==> config.mk <==
export PLATFORM = sky130hd
export DESIGN_NAME = pb_decoder_flat
export DESIGN_NICKNAME = d
export VERILOG_FILES = /design/src/rtl/pb_pkg.sv /design/src/rtl/pb_decoder_if.sv /design/src/rtl/pb_len_lut.sv /design/src/rtl/pb_decoder.sv /design/src/flat_wrapper.sv
export SDC_FILE = /design/constraint.sdc
export NUM_CORES = 1
export LEC_CHECK = 0
export BUFFER_PORTS_ARGS = -buffer_cell sky130_fd_sc_hd__buf_4
export CAP_MARGIN = 20
export CORE_MARGIN = 2
export CORE_UTILIZATION = 45
export CTS_CLUSTER_DIAMETER = 80
export DETAILED_ROUTE_END_ITERATION = 8
export HOLD_SLACK_MARGIN = 0.06
export PLACE_DENSITY = 0.7
export SLEW_MARGIN = 15
export SYNTH_ARGS = -nofsm -noshare
export SYNTH_HDL_FRONTEND = slang
export SYNTH_SLANG_ARGS = --single-unit
==> constraint.sdc <==
create_clock -name clk -period 2.2 [get_ports clk]
set_input_delay 0.11 -clock clk [delete_from_list [all_inputs] [get_ports clk]]
set_output_delay 0.11 -clock clk [all_outputs]
set_load 0.02 [all_outputs]
==> src/rtl/pb_pkg.sv <==
// Shared PB size codes and lengths, used by the decoder and the PB length encoder.
// The test-length code is only recognised when PB_TEST_LEN_EN is defined.
package pb_pkg;

    localparam int CNT_W     = 12;
    localparam int NUM_CODES = 4;

    typedef logic [1:0]       pb_code_t;
    typedef logic [CNT_W-1:0] pb_len_t;

    localparam pb_len_t CNT_MAX = '1;

    localparam pb_code_t PB_16  = 2'd0;
    localparam pb_code_t PB_136 = 2'd1;
    localparam pb_code_t PB_520 = 2'd2;
    localparam pb_code_t PB_3   = 2'd3;

    localparam pb_len_t LEN_PB16  = 12'd64;
    localparam pb_len_t LEN_PB136 = 12'd544;
    localparam pb_len_t LEN_PB520 = 12'd2080;
    localparam pb_len_t LEN_PB3   = 12'd10;

    typedef enum logic [1:0] {
        IDLE,
        COUNT,
        DONE
    } dec_state_t;

    typedef struct packed {
        pb_code_t code;
        pb_len_t  len;
        logic     err;
    } det_result_t;

    // Interleaver length L belonging to each size code.
    function automatic pb_len_t code_len(input pb_code_t code);
        pb_len_t len;
        case (code)
            PB_16:   len = LEN_PB16;
            PB_136:  len = LEN_PB136;
            PB_520:  len = LEN_PB520;
            default: len = LEN_PB3;
        endcase
        return len;
    endfunction

endpackage

==> src/rtl/pb_decoder_if.sv <==
// Beat input handshake and detection result bundle for pb_decoder.
// master = beat source / result consumer, slave = the decoder.
interface pb_decoder_if
    import pb_pkg::*;
    ();

    logic     in_valid;
    logic     in_first;
    logic     in_last;
    logic     in_ready;
    pb_code_t pb_size;
    pb_len_t  len_l;
    logic     det_valid;
    logic     det_err;

    modport master (
        output in_valid,
        output in_first,
        output in_last,
        input  in_ready,
        input  pb_size,
        input  len_l,
        input  det_valid,
        input  det_err
    );

    modport slave (
        input  in_valid,
        input  in_first,
        input  in_last,
        output in_ready,
        output pb_size,
        output len_l,
        output det_valid,
        output det_err
    );

endinterface

==> src/rtl/pb_len_lut.sv <==
// Combinational beat-count to PB size code lookup.
// Config: PB_TEST_LEN_EN enables recognition of the 10-beat test PB (code 3).
module pb_len_lut
    import pb_pkg::*;
(
    input  pb_len_t  count,
    output pb_code_t code,
    output pb_len_t  len,
    output logic     match
);

    logic [NUM_CODES-1:0] code_en;
    logic [NUM_CODES-1:0] hit;

`ifdef PB_TEST_LEN_EN
    assign code_en = 4'b1111;
`else
    assign code_en = 4'b0111;
`endif

    genvar gi;
    generate
        for (gi = 0; gi < NUM_CODES; gi++) begin : g_hit
            assign hit[gi] = code_en[gi] && (count == code_len(pb_code_t'(gi)));
        end
    endgenerate

    // Lengths are distinct, so at most one hit bit is ever set.
    always_comb begin
        code  = PB_16;
        len   = count;
        match = 1'b0;
        for (int i = 0; i < NUM_CODES; i++) begin
            if (hit[i]) begin
                code  = pb_code_t'(i);
                len   = code_len(pb_code_t'(i));
                match = 1'b1;
            end
        end
    end

endmodule

==> src/rtl/pb_decoder.sv <==
// PB size detector: counts accepted beats between first and last, classifies the
// length two cycles after the last beat. Optional test length via PB_TEST_LEN_EN.
module pb_decoder
    import pb_pkg::*;
(
    input  logic         clk,
    input  logic         n_rst,
    pb_decoder_if.slave  bus
);

    dec_state_t  state_reg, state_next;
    pb_len_t     cnt_reg, cnt_next;
    logic        ovf_reg, ovf_next;

    det_result_t res_reg, res_next;
    logic        res_valid_reg;
    det_result_t out_reg;
    logic        det_valid_reg;

    logic        ready;
    logic        beat;

    pb_code_t    lut_code;
    pb_len_t     lut_len;
    logic        lut_match;

    assign ready = (state_reg != DONE);
    assign beat  = bus.in_valid && ready;

    always_comb begin
        state_next = state_reg;
        cnt_next   = cnt_reg;
        ovf_next   = ovf_reg;
        case (state_reg)
            IDLE: begin
                if (beat && bus.in_first) begin
                    cnt_next   = 12'd1;
                    ovf_next   = 1'b0;
                    state_next = bus.in_last ? DONE : COUNT;
                end
            end
            COUNT: begin
                if (beat) begin
                    if (bus.in_first) begin
                        // A new first beat abandons the PB in progress.
                        cnt_next   = 12'd1;
                        ovf_next   = 1'b0;
                        state_next = bus.in_last ? DONE : COUNT;
                    end else begin
                        if (cnt_reg == CNT_MAX) begin
                            ovf_next = 1'b1;
                        end else begin
                            cnt_next = cnt_reg + 12'd1;
                        end
                        if (bus.in_last) begin
                            state_next = DONE;
                        end
                    end
                end
            end
            DONE: begin
                state_next = IDLE;
            end
            default: begin
                state_next = IDLE;
            end
        endcase
    end

    always_ff @(posedge clk or negedge n_rst) begin
        if (!n_rst) begin
            state_reg <= IDLE;
            cnt_reg   <= '0;
            ovf_reg   <= 1'b0;
        end else begin
            state_reg <= state_next;
            cnt_reg   <= cnt_next;
            ovf_reg   <= ovf_next;
        end
    end

    pb_len_lut u_lut (
        .count (cnt_reg),
        .code  (lut_code),
        .len   (lut_len),
        .match (lut_match)
    );

    always_comb begin
        res_next.code = lut_code;
        res_next.len  = lut_len;
        res_next.err  = 1'b0;
        if (!lut_match || ovf_reg) begin
            res_next.code = PB_16;
            res_next.len  = ovf_reg ? CNT_MAX : cnt_reg;
            res_next.err  = 1'b1;
        end
    end

    // Two stages after DONE: capture classification, then publish with det_valid.
    always_ff @(posedge clk or negedge n_rst) begin
        if (!n_rst) begin
            res_reg       <= '0;
            res_valid_reg <= 1'b0;
            out_reg       <= '0;
            det_valid_reg <= 1'b0;
        end else begin
            res_valid_reg <= (state_reg == DONE);
            if (state_reg == DONE) begin
                res_reg <= res_next;
            end
            det_valid_reg <= res_valid_reg;
            if (res_valid_reg) begin
                out_reg <= res_reg;
            end
        end
    end

    assign bus.in_ready  = ready;
    assign bus.pb_size   = out_reg.code;
    assign bus.len_l     = out_reg.len;
    assign bus.det_err   = out_reg.err;
    assign bus.det_valid = det_valid_reg;

endmodule

==> src/flat_wrapper.sv <==
// flat-port wrapper written by rule: the top's interface ports become plain ports
module pb_decoder_flat import pb_pkg::*;
  (clk, n_rst, bus_in_valid, bus_in_first, bus_in_last, bus_in_ready, bus_pb_size, bus_len_l, bus_det_valid, bus_det_err);
  pb_decoder_if bus_i ();
  input  logic clk;
  input  logic n_rst;
  input wire logic [$bits(bus_i.in_valid)-1:0] bus_in_valid;
  input wire logic [$bits(bus_i.in_first)-1:0] bus_in_first;
  input wire logic [$bits(bus_i.in_last)-1:0] bus_in_last;
  output wire logic [$bits(bus_i.in_ready)-1:0] bus_in_ready;
  output wire logic [$bits(bus_i.pb_size)-1:0] bus_pb_size;
  output wire logic [$bits(bus_i.len_l)-1:0] bus_len_l;
  output wire logic [$bits(bus_i.det_valid)-1:0] bus_det_valid;
  output wire logic [$bits(bus_i.det_err)-1:0] bus_det_err;
  assign bus_i.in_valid = bus_in_valid;
  assign bus_i.in_first = bus_in_first;
  assign bus_i.in_last = bus_in_last;
  assign bus_in_ready = bus_i.in_ready;
  assign bus_pb_size = bus_i.pb_size;
  assign bus_len_l = bus_i.len_l;
  assign bus_det_valid = bus_i.det_valid;
  assign bus_det_err = bus_i.det_err;
  pb_decoder u_core (.clk(clk), .n_rst(n_rst), .bus(bus_i));
endmodule
==> results, run 1 <==
- The run finished with clean final reports.
- STA classifies the critical path startpoint as a flip-flop.
- The share of total power dissipated in combinational logic is 0.149.
- The share of post-route cells with drive strength above 1 is 0.229.
- For this design the total switching power over the nets is approximately 500 uW.
- 22 I/O pins were placed.
- Setup repair after global routing left no endpoint under its margin.
- In the layout the commonest cells are dfrtp_1 (47), nand2_1 (26), buf_4 (22).
- Timing would allow up to 529 MHz.
- The number of slew-limit violations in the final report is 0.
- Power spread over the standard cell area amounts to 816 nW/um^2.
- At the placement stage, the worst setup path has a slack of 0.376 ns.
- The area share of the largest cell type after synthesis is 0.550.
- The clock net in this run drives a total of between 40 and 50 sinks.
- The maximum clock path buffer count is 2.
- By area the synthesized netlist is led by dfrtp_1 (55%), mux2_2 (7.9%), nand2_1 (4.6%), nor3_1 (2.8%), o21ai_0 (2.8%).
- The instance count of the mapped netlist is 202.
- The core outline area is around 4700 sq um.
- The clock network fraction of design power is 0.356.
- Max-cap violations in this run came to 0.
- Walking the worst path, the cells encountered are ha_1 -> nand4_2 -> or3_1 -> a211oi_1 -> a31o_2.
- The count of different cell masters after synthesis is 43.
- The leftover overflow at the end of global routing is 0.
- Dividing the final minimum period by the clock period gives 0.859.
- Setup violations remaining at the end of the flow were counted as 0.
- Setup total negative slack on the finished layout was measured at 0 ns.
- The die is ~73 um tall.
- The post-detailed-route via-to-cell ratio is between 5 and 6.
- The first TritonRoute pass finished after 4 iterations.
- The arrival time at the worst endpoint is about 2.1 ns.
- The repair_antennas step left the layout with diodes totalling 0.
- The first global-routing pass estimated 6.98 mm of wire.
- The largest single stage delay on the critical path is ~0.50 ns.
- The clock skew is between 0.005 and 0.006 ns.
- The type of element capturing the critical path is a flip-flop.
- In this design, the largest share of critical-path delay is due to simple AND/OR/NAND/NOR gates.
- The via count of the first global-routing pass is 1,444.
- At the later pin of the worst-skew pair, clock insertion delay measures around 0.29 ns.
- The sequential cell area fraction in the yosys report is 0.550.
- VDD sags by at most ~0.29 mV.
- By startpoint and endpoint, the worst setup path is classified as flip-flop to flip-flop.
- The internal portion of the total power is ~1.5 mW.
- The area of placed instances is between 2000 and 2500 sq um.
- The initial antenna violation count is 0.
- The count of state elements after synthesis is 47.
- The maximum number of pins on one net before global-route repair is 48.
- Row generation in the floorplan step produced 25 rows.
- The final period demand of the worst path is about 1.9 ns.
- Clock tree synthesis inserted a total of 5 buffers.
- Fill cells in the final layout number 424.
- In the final routed layout, each cell accounts on average for 14.5 um.
- The flip-flop count of the largest register after layout is 15.
- The initial DRC count is 73.
- The total area of multi-input combinational cells is 893 sq um.
- The sequential cells in the finished layout cover a total of 1180 sq um.
- The clock slew at the register clock pins of the worst setup and hold paths is 0.08 ns.
- The post-detailed-route DRC marker count is 0.
- Input and output buffers added on the ports amount to 21.
- Data on the critical path is required at its endpoint by 2.44 ns.
- The initial core utilization is 0.459.
- The combined buffer and inverter count along the critical path is 0.
- The slowest stage of the critical path belongs to the cell or3_1.
- The share of total power in sequential cells is 0.495.
- Leaving out fill and tap cells, the most frequent cell in the layout is dfrtp_1.
- The floorplan step defined a die boundary enclosing ~5300 sq um.
- The worst path setup slack after routing is 0.310 ns.
- TritonCTS built the clock tree.
- The cell accounting for the most synthesized area is dfrtp_1.
- The netlist area before placement is 2140 sq um.
- Synthesis produced a netlist with a net count of approximately 210.
- The class of the worst hold path is primary input to flip-flop.
- The average cell area after synthesis is roughly 11 sq um.
- The final layout contains between 200 and 250 nets.
- The post-DP HPWL is 2.86 mm.
- The H-tree was split into 2 levels.
- The clock tree root buffer cell is clkbuf_8.
- The total via count after detailed routing is 1,557.
- Wires add up to between 4 and 5 mm.
- The leakage power total is 1.17 nW.
- For the pin with the worst max-slew slack, the measured transition is about 0.6 ns.
- The number of warning messages in the yosys log is 0.
- The count of antenna-violating nets left after detailed routing is 0.
- The overall track demand over capacity in global routing is 0.170.
- Along the worst path, the maximum fanout reaches 7.
- The area added between synthesis and finish is 16.1%.
- The finished cells cover 2480 sq um.
- The final count of hold timing violations was 0.
- The last weighted congestion value of the routability-driven placer is about 0.9.
- Buffers added to address setup during post-CTS repair amount to 0.
- The die extent in x is roughly 73 um.
- The proportion of total power due to net switching is 0.241.
- Headroom to the max-slew limit came out at 0.599.
cells by family after synthesis:
logic type,after synthesis,synth area share
simple gates,86,0.217
flops,47,0.550
compound gates,32,0.0971
buf+inv,17,0.0322
mux,17,0.0884
fa+ha+maj,2,0.0117
xor+xnor,1,0.00410
final cells by class:
class | count | share of cell area
clock buffer | 6 | 0.0292
sequential | 47 | 0.474
clock inverter | 2 | 0.0242
timing repair buffer | 25 | 0.0786
inverter | 5 | 0.00756
tap | 54 | 0.0272
multi-input combinational | 138 | 0.360
repair_timing:
item,in CTS,in global routing
gates resized for setup,0,0
endpoints found under the hold margin,49,0
hold buffers,3,0
power by group through the flow:
stage	registers, mW	logic (mW)	clock network [mW]
after floorplan	1.06	0.133	0
after global placement	1.01	0.296	0
after CTS	1.00	0.308	0.741
after detailed placement	1.02	0.301	0
final	1.00	0.302	0.721
after global routing	1.02	0.335	0.776
worst min-delay path: stages:
cell and delay [ns]:
buf_4 0.10, nor2_1 0.05, nand2_1 0.05, o21ai_0 0.08
layer usage:
| layer | GRT usage | wire length [um] |
|---|---|---|
| met4 | 0.0597 | 29 |
| met2 | 0.277 | 1960 |
| met3 | 0.0414 | 188 |
| met1 | 0.221 | 1850 |
| met5 | 0 | 0 |
final timing paths:
path                                                start                             end  slack, ns  cells after the start
hold reg to reg            u_core.res_reg[12]$_DFFE_PN0P_  u_core.res_reg[12]$_DFFE_PN0P_       0.47                      2
hold / removal                               bus_in_first   u_core.cnt_reg[4]$_DFFE_PN0P_       0.14                      4
setup / recovery            u_core.cnt_reg[0]$_DFFE_PN0P_   u_core.cnt_reg[5]$_DFFE_PN0P_       0.31                      5
min in group asynchronous                           n_rst  u_core.bus.det_valid$_DFF_PN0_       0.37                      2
setup reg to reg            u_core.cnt_reg[0]$_DFFE_PN0P_   u_core.cnt_reg[5]$_DFFE_PN0P_       0.31                      5
max in group asynchronous                           n_rst   u_core.cnt_reg[8]$_DFFE_PN0P_       1.45                      2
synth_stat cells, drive strengths merged:
cell type,count
nor4,5
and4,1
mux2,15
a21oi,6
o21ai,12
a311oi,1
nor3,12
o31ai,1
inv,5
nand3b,1
nand3,8
or2,1
nor4b,2
nand2,26
o2111a,1
clkbuf,7
and3b,1
nand4,3
nor2,16
dfrtp,47
buf,5
mux2i,2
a31oi,3
ha,2
and2,2
a41o,1
a31o,1
nand2b,2
and4b,1
xor2,1
a32o,2
a211oi,2
o41ai,1
a41oi,1
or3,1
nor2b,2
and3,1
or4,1
stage by stage:
| stage | power [mW] | hold slack (ns) | util | std cells |
|---|---|---|---|---|
| after floorplan | 1.19 | -0.186 | - | 202 |
| after global placement | 1.31 | 0.152 | 0.498 | 266 |
| after detailed placement | 1.32 | 0.150 | 0.498 | 266 |
| after CTS | 2.05 | 0.133 | 0.533 | 277 |
| after global routing | 2.13 | 0.155 | 0.533 | 277 |
| final | 2.03 | 0.140 | 0.533 | 277 |
Power figures use the tool's default switching activity.
==> run 2: changes to the inputs <==
==> constraint.sdc (replaced) <==
create_clock -name clk -period 2.05 [get_ports clk]
set_input_delay 0.1025 -clock clk [delete_from_list [all_inputs] [get_ports clk]]
set_output_delay 0.1025 -clock clk [all_outputs]
set_load 0.02 [all_outputs]
==> run 2 against run 1 <==
Against the previous run:
- count of clock-buffer cells in the layout did not move
- wire length rose by 0.65%
- sequential power rose by 8%
- highest routed layer unchanged
- worst setup slack got worse by 0.12 ns
- cell count did not move
==> results, run 2 (synthesized netlist as in run 1, its figures left out) <==
- The flow ran to the end, and the final reports show no timing, DRC or antenna violations.
- The initial utilization of the core area, before any placement, comes to 0.459.
- The post-detailed-route DRC marker count is 0.
- The count of antenna-violating nets left after detailed routing is 0.
- The via count of the first global-routing pass is about 1,500.
- The number of slew-limit violations in the final report is 0.
- The count of TritonRoute iterations in the first routing pass is 4.
- The minimum hold slack is around 0.12 ns.
- At the end of the flow, the number of nets in the layout was 229.
- Setup violations remaining at the end of the flow were counted as 0.
- Of the cells placed in the final design, the portion with a size suffix greater than 1 is 0.233.
- In this run the clock root is driven by a clkbuf_8.
- The maximum number of pins on one net before global-route repair is between 40 and 50.
- The final period demand of the worst path is between 1.5 and 2 ns.
- The repair_antennas step left the layout with diodes totalling 0.
- The clock slew at the register clock pins of the worst setup and hold paths is 0.09 ns.
- The number of buffers created by CTS is 5.
- The type of origin of the critical path is a flip-flop.
- The placement row count is 25.
- Setup slack on the critical path of the routed design comes to between 0.15 and 0.2 ns.
- The final count of hold timing violations is 0.
- After floorplanning, the core was sized to cover approximately 4700 sq um.
- For this block, the initial DRC count from the detailed router was 86.
- The area of placed instances is roughly 2300 sq um.
- The final cell area excluding filler cells is between 2000 and 2500 sq um.
- The peak clock frequency supported by timing is ~540 MHz.
- Data arrives at the worst endpoint at between 2 and 2.5 ns.
- The post-detailed-route via-to-cell ratio is between 5 and 6.
- In the final timing run, aggregate negative setup slack is 0 ns.
- The type of element capturing the critical path is a flip-flop.
- TritonCTS built the clock tree.
- The flip-flop count of the largest register after layout is 15.
- The number of fill cells in the layout is ~430.
- The power after layout is ~2.0 mW.
- Leaving out fill and tap cells, the most frequent cell in the layout is dfrtp_1.
- Once layout is complete, the utilization of the core stands at 0.526.
- The total via count after detailed routing is about 1,600.
- The tree built by TritonCTS fans out to 47 sinks.
- Setup repair after global routing left no endpoint under its margin.
- The clock reaches the later pin of the worst-skew pair after 0.31 ns.
- The sequential cell area is roughly 1200 sq um.
- The max-cap violation count is 0.
- The final wirelength is between 4 and 5 mm.
- The instance count after placement with tap cells included is about 270.
- The final routed wire length divided by cell count is ~15 um.
- IR analysis of the VDD net gives a maximum drop of ~0.3 mV.
- The worst pin sits at a relative slew slack of 0.603.
- The initial antenna violation count is 0.
- For the pin with the worst max-slew slack, the measured transition is 0.595 ns.
- The post-DP HPWL is slightly below 3 mm.
- Measured along the y axis, the die boundary spans 72.9 um.
- The congestion estimate from routability-driven global placement came to 0.916.
- At the worst endpoint, the required time is roughly 2.3 ns.
- In this run, post-CTS repair resized a total of 0 instances.
- 22 I/O pins were placed.
- From left edge to right edge, the die measures approximately 73 um.
- The area added between synthesis and finish is 14.6%.
- Of the available clock period, the critical path in the final layout requires 0.909.
- The maximum clock path buffer count is 2.
- OpenSTA, run right after detailed placement, puts the worst setup slack at about 0.21 ns.
- In the global route stage, overall resource usage came out at 0.173.
- The library cells used most frequently in the layout, excluding fill and tap cells, are dfrtp_1 (47), nand2_1 (26), buf_4 (22).
- The class of the worst hold path is primary input to flip-flop.
- The die covers ~5300 sq um.
- The finished layout holds about 280 standard cells, fillers aside.
- The total overflow left after global routing is 0.
- The maximum fanout count along the critical path is 7.
- The count of H-tree levels built during CTS is 2.
- The critical path is of the flip-flop to flip-flop type.
- The analysis attributes to cell leakage a power of about 1.2 nW.
- The wire length of the first global-routing pass is between 7 and 8 mm.
- The total area of multi-input combinational cells is between 800 and 900 sq um.
- For this design the ratio of total power to cell area is 811 nW/um^2.
- The clock skew is 0.00611 ns.
- Buffers placed on the I/O ports in this run total 21.
-- run 2: cell types whose count changed in the layout (fill, tap and decap cells not counted) --
cell,before,now
bufinv_16,2,0
clkbuf_1,1,0
clkbuf_8,5,6
clkinv_4,0,1
clkinvlp_4,0,1
-- run 2: area by class of cell --
class,count,area share
flip-flops and latches,47,0.480
multi-input cells,138,0.365
repair buffers,25,0.0797
clock buffers,6,0.0337
well taps,54,0.0276
inverters,5,0.00766
clock inverters,2,0.00664
-- run 2: path summary, 6_finish.rpt --
check / from / end / slack (ns) / cells after the start
worst max-delay path: u_core.cnt_reg[0]$_DFFE_PN0P_ / u_core.cnt_reg[2]$_DFFE_PN0P_ / 0.19 / 5
worst min-delay path: bus_in_first / u_core.cnt_reg[4]$_DFFE_PN0P_ / 0.12 / 4
worst max register to register: u_core.cnt_reg[0]$_DFFE_PN0P_ / u_core.cnt_reg[2]$_DFFE_PN0P_ / 0.19 / 5
worst min register to register: u_core.res_reg[8]$_DFFE_PN0P_ / u_core.res_reg[8]$_DFFE_PN0P_ / 0.47 / 2
max in group asynchronous: n_rst / u_core.bus.len_l[8]$_DFFE_PN0P_ / 1.33 / 2
min in group asynchronous: n_rst / u_core.bus.det_valid$_DFF_PN0_ / 0.34 / 2
-- run 2: per-layer routing --
metal | up-vias | share of wire | track usage | wire, um
met1 | 769 | 0.45 | 0.222 | 1830
met2 | 31 | 0.49 | 0.279 | 2000
met4 | 0 | 0.018 | 0.0720 | 71
met3 | 6 | 0.040 | 0.0428 | 161
li1 | 760 | - | - | -
met5 | - | 0 | 0 | 0
-- run 2: report_power, final --
group / switching [mW] / internal [mW] / total (mW)
sequential: 0.0621 / 1.01 / 1.08
combinational: 0.174 / 0.150 / 0.324
clock: 0.313 / 0.275 / 0.588
total: 0.549 / 1.44 / 1.99
-- run 2: what timing repair did --
action                                 4_1_cts  5_1_grt
setup endpoints to repair                    0        0
endpoints found under the hold margin       49        0
hold buffers                                 3        0
buffers inserted                             0        0
-- run 2: worst max-delay path, cell delays in order, from the launching register on --
cell and delay [ns]:
dfrtp_1 0.44, ha_1 0.26, nand4_2 0.21, nor3_1 0.44
nor2_1 0.13, a311oi_1 0.28
==> run 3: changes to the inputs <==
--- a/config.mk
+++ b/config.mk
@@ -13,6 +13,7 @@
 export DETAILED_ROUTE_END_ITERATION = 8
 export HOLD_SLACK_MARGIN = 0.06
 export PLACE_DENSITY = 0.7
+export RECOVER_POWER = 100
 export SLEW_MARGIN = 15
 export SYNTH_ARGS = -nofsm -noshare
 export SYNTH_HDL_FRONTEND = slang
==> run 3 against run 2 <==
Against the previous run:
- via count grew 0.26%
- cell count is the same
- wire length grew 1.3%
- clock skew shrank 0.0035 ns
- fmax shrank 0.22%
==> results, run 3 (synthesized netlist as in run 1, its figures left out) <==
- The clock tree from TritonCTS is yes.
- The overall track demand over capacity in global routing is 0.173.
- The first global-routing pass estimated 7.10 mm of wire.
- The number of slew-limit violations in the final report is 0.
- The number of clock sinks is 47.
- The setup slack of the worst register-to-register path is ~0.18 ns.
- The detail route stage leaves a number of antenna-violating nets equal to 0.
- The count of TritonRoute iterations in the first routing pass is 4.
- In the layout the commonest cells are dfrtp_1 (47), nand2_1 (26), clkbuf_1 (17).
- The capturing point of the worst reg2reg path is u_core.cnt_reg[2]$_DFFE_PN0P_.
- The finished cells cover 2370 sq um.
- VDD sags by at most between 0.2 and 0.3 mV.
- Using the TritonRoute via totals, the vias-per-cell ratio works out to between 5 and 6.
- No sink is reached through more buffers than the 2 on the longest clock path.
- The net count of the finished layout is 229.
- The clock skew is between 0.002 and 0.003 ns.
- Headroom to the max-slew limit came out at 0.265.
- The area added between synthesis and finish is 11.1%.
- The number of buffers created by CTS is 5.
- Summing all placed instances gives a cell area of 2320 sq um.
- 0 antenna diodes ended up in the layout.
- The arrival time at the worst endpoint is around 2.1 ns.
- The origin of the worst min-delay path is bus_in_first.
- The number of fill cells in the layout is approximately 460.
- The smallest clock period supported by the final layout is computed as 1.87 ns.
- Of the cells placed in the final design, the portion with a size suffix greater than 1 is 0.157.
- In this run the worst hold path is classified as primary input to flip-flop.
- The number of stages on the worst hold path is 4.
- Dividing total power by cell area gives a power density of 817 nW/um^2.
- The first routing iteration left 77 violations.
- The tree is rooted in a clkbuf_8.
- Setup total negative slack on the finished layout was measured at 0 ns.
- The clock slew at the register clock pins of the worst setup and hold paths is ~0.08 ns.
- The final wirelength is 4.11 mm.
- The count of final setup violators is 0.
- Leaving out fill and tap cells, the most frequent cell in the layout is dfrtp_1.
- The number of gates resized after CTS was 0.
- The worst register-to-register path begins at u_core.cnt_reg[1]$_DFFE_PN0P_.
- Measured along the y axis, the die boundary spans approximately 73 um.
- The initialized floorplan defines 25 standard-cell rows.
- The maximum number of pins on one net before global-route repair is 48.
- In this run the standard cell core region covers 4660 sq um.
- The flip-flop count of the largest register after layout is 15.
- The post-DP HPWL is around 2.9 mm.
- The total via count after detailed routing is between 1,500 and 2,000.
- The final routed wire length divided by cell count is between 10 and 15 um.
- The final count of hold timing violations is 0.
- The area of the die is ~5300 sq um.
- The via count of the first global-routing pass is about 1,500.
- The share of the clock period used by the worst path after layout is 0.911.
- The later pin in the worst-skew pair is clocked with a latency of approximately 0.3 ns.
- The peak clock frequency supported by timing is between 500 and 600 MHz.
- The max-cap violation count is 0.
- The worst reg2reg path depth is 5.
- The worst endpoint required time is between 2 and 2.5 ns.
- Along the worst path, the maximum fanout reaches 7.
- The number of buffers inserted to repair setup after CTS is 0.
- The leftover overflow at the end of global routing is 0.
- The start-to-end type of the worst setup path is flip-flop to flip-flop.
- In this run the tool buffered the top-level ports with 21 buffer cells.
- The die is 72.9 um wide.
- The leakage power total is between 1 and 1.5 nW.
- The initial antenna violation count is 0.
- The post-detailed-route DRC marker count is 0.
- The last weighted congestion value of the routability-driven placer is slightly above 0.9.
- The count of H-tree levels built during CTS is 2.
- The count of hold-fix buffers inserted at cts is 3.
- STA classifies the critical path startpoint as a flip-flop.
- Setup repair after global routing left no endpoint under its margin.
- The flow ran to the end, and the final reports show no timing, DRC or antenna violations.
- For the pin with the worst max-slew slack, the measured transition is about 1.1 ns.
- STA classifies the critical path endpoint as a flip-flop.
- For this design the top-level I/O count stands at 22.
- The hold-critical path endpoint is u_core.cnt_reg[4]$_DFFE_PN0P_.
- The initial core utilization is 0.459.
[run 3: changes by cell type in the layout (fill, tap and decap cells not counted), sizes merged]
cell    before  now
buf         22    4
clkbuf       6   24
[run 3: how the worst max path moves through the flow]
stage                                        startpoint                             end  slack, ns  depth (start not counted)
after floorplan           u_core.cnt_reg[1]$_DFFE_PN0P_   u_core.cnt_reg[5]$_DFFE_PN0P_       0.42                          5
after global placement    u_core.cnt_reg[1]$_DFFE_PN0P_   u_core.cnt_reg[5]$_DFFE_PN0P_       0.32                          5
after detailed placement  u_core.cnt_reg[1]$_DFFE_PN0P_   u_core.cnt_reg[2]$_DFFE_PN0P_       0.21                          5
after CTS                 u_core.cnt_reg[1]$_DFFE_PN0P_   u_core.cnt_reg[2]$_DFFE_PN0P_       0.19                          5
after global routing      u_core.cnt_reg[0]$_DFFE_PN0P_  u_core.res_reg[13]$_DFFE_PN0P_       0.07                          6
final                     u_core.cnt_reg[1]$_DFFE_PN0P_   u_core.cnt_reg[2]$_DFFE_PN0P_       0.18                          5
[run 3: cell type report]
type / count / area [sq um] / share of cell area
sequential: 47 / 1180 / 0.495
multi-input combinational: 138 / 885 / 0.372
timing repair buffer: 25 / 129 / 0.0543
clock buffer: 6 / 82.6 / 0.0348
tap: 54 / 67.6 / 0.0285
inverter: 5 / 18.8 / 0.00790
clock inverter: 2 / 16.3 / 0.00685
[run 3: report_power, final]
part / switching [mW] / internal [mW]
logic: 0.174 / 0.109
clock network: 0.308 / 0.275
registers: 0.0609 / 1.01
[run 3: metal layers]
metal  GRT usage  vias to the layer above  wire length (um)
li1            -                      759                 -
met1       0.222                      773              1860
met2       0.279                       32              2020
met3      0.0428                        6               167
met4      0.0720                        0                71
met5           0                        -                 0
[run 3: critical path: stages (launching register included)]
cell      delay, ns
dfrtp_1        0.44
ha_1           0.26
nand4_2        0.22
nor3_1         0.45
nor2_1         0.14
a311oi_1       0.28
[run 3: stage by stage]
stage	hold slack, ns	instances	setup slack (ns)	util	total power [mW]
floorplan	-0.193	202	0.416	-	1.28
global route	0.140	277	0.0665	0.510	2.04
finish	0.119	277	0.183	0.510	1.94
global placement	0.145	266	0.315	0.498	1.41
detailed placement	0.144	266	0.213	0.498	1.42
CTS	0.119	277	0.189	0.526	2.01
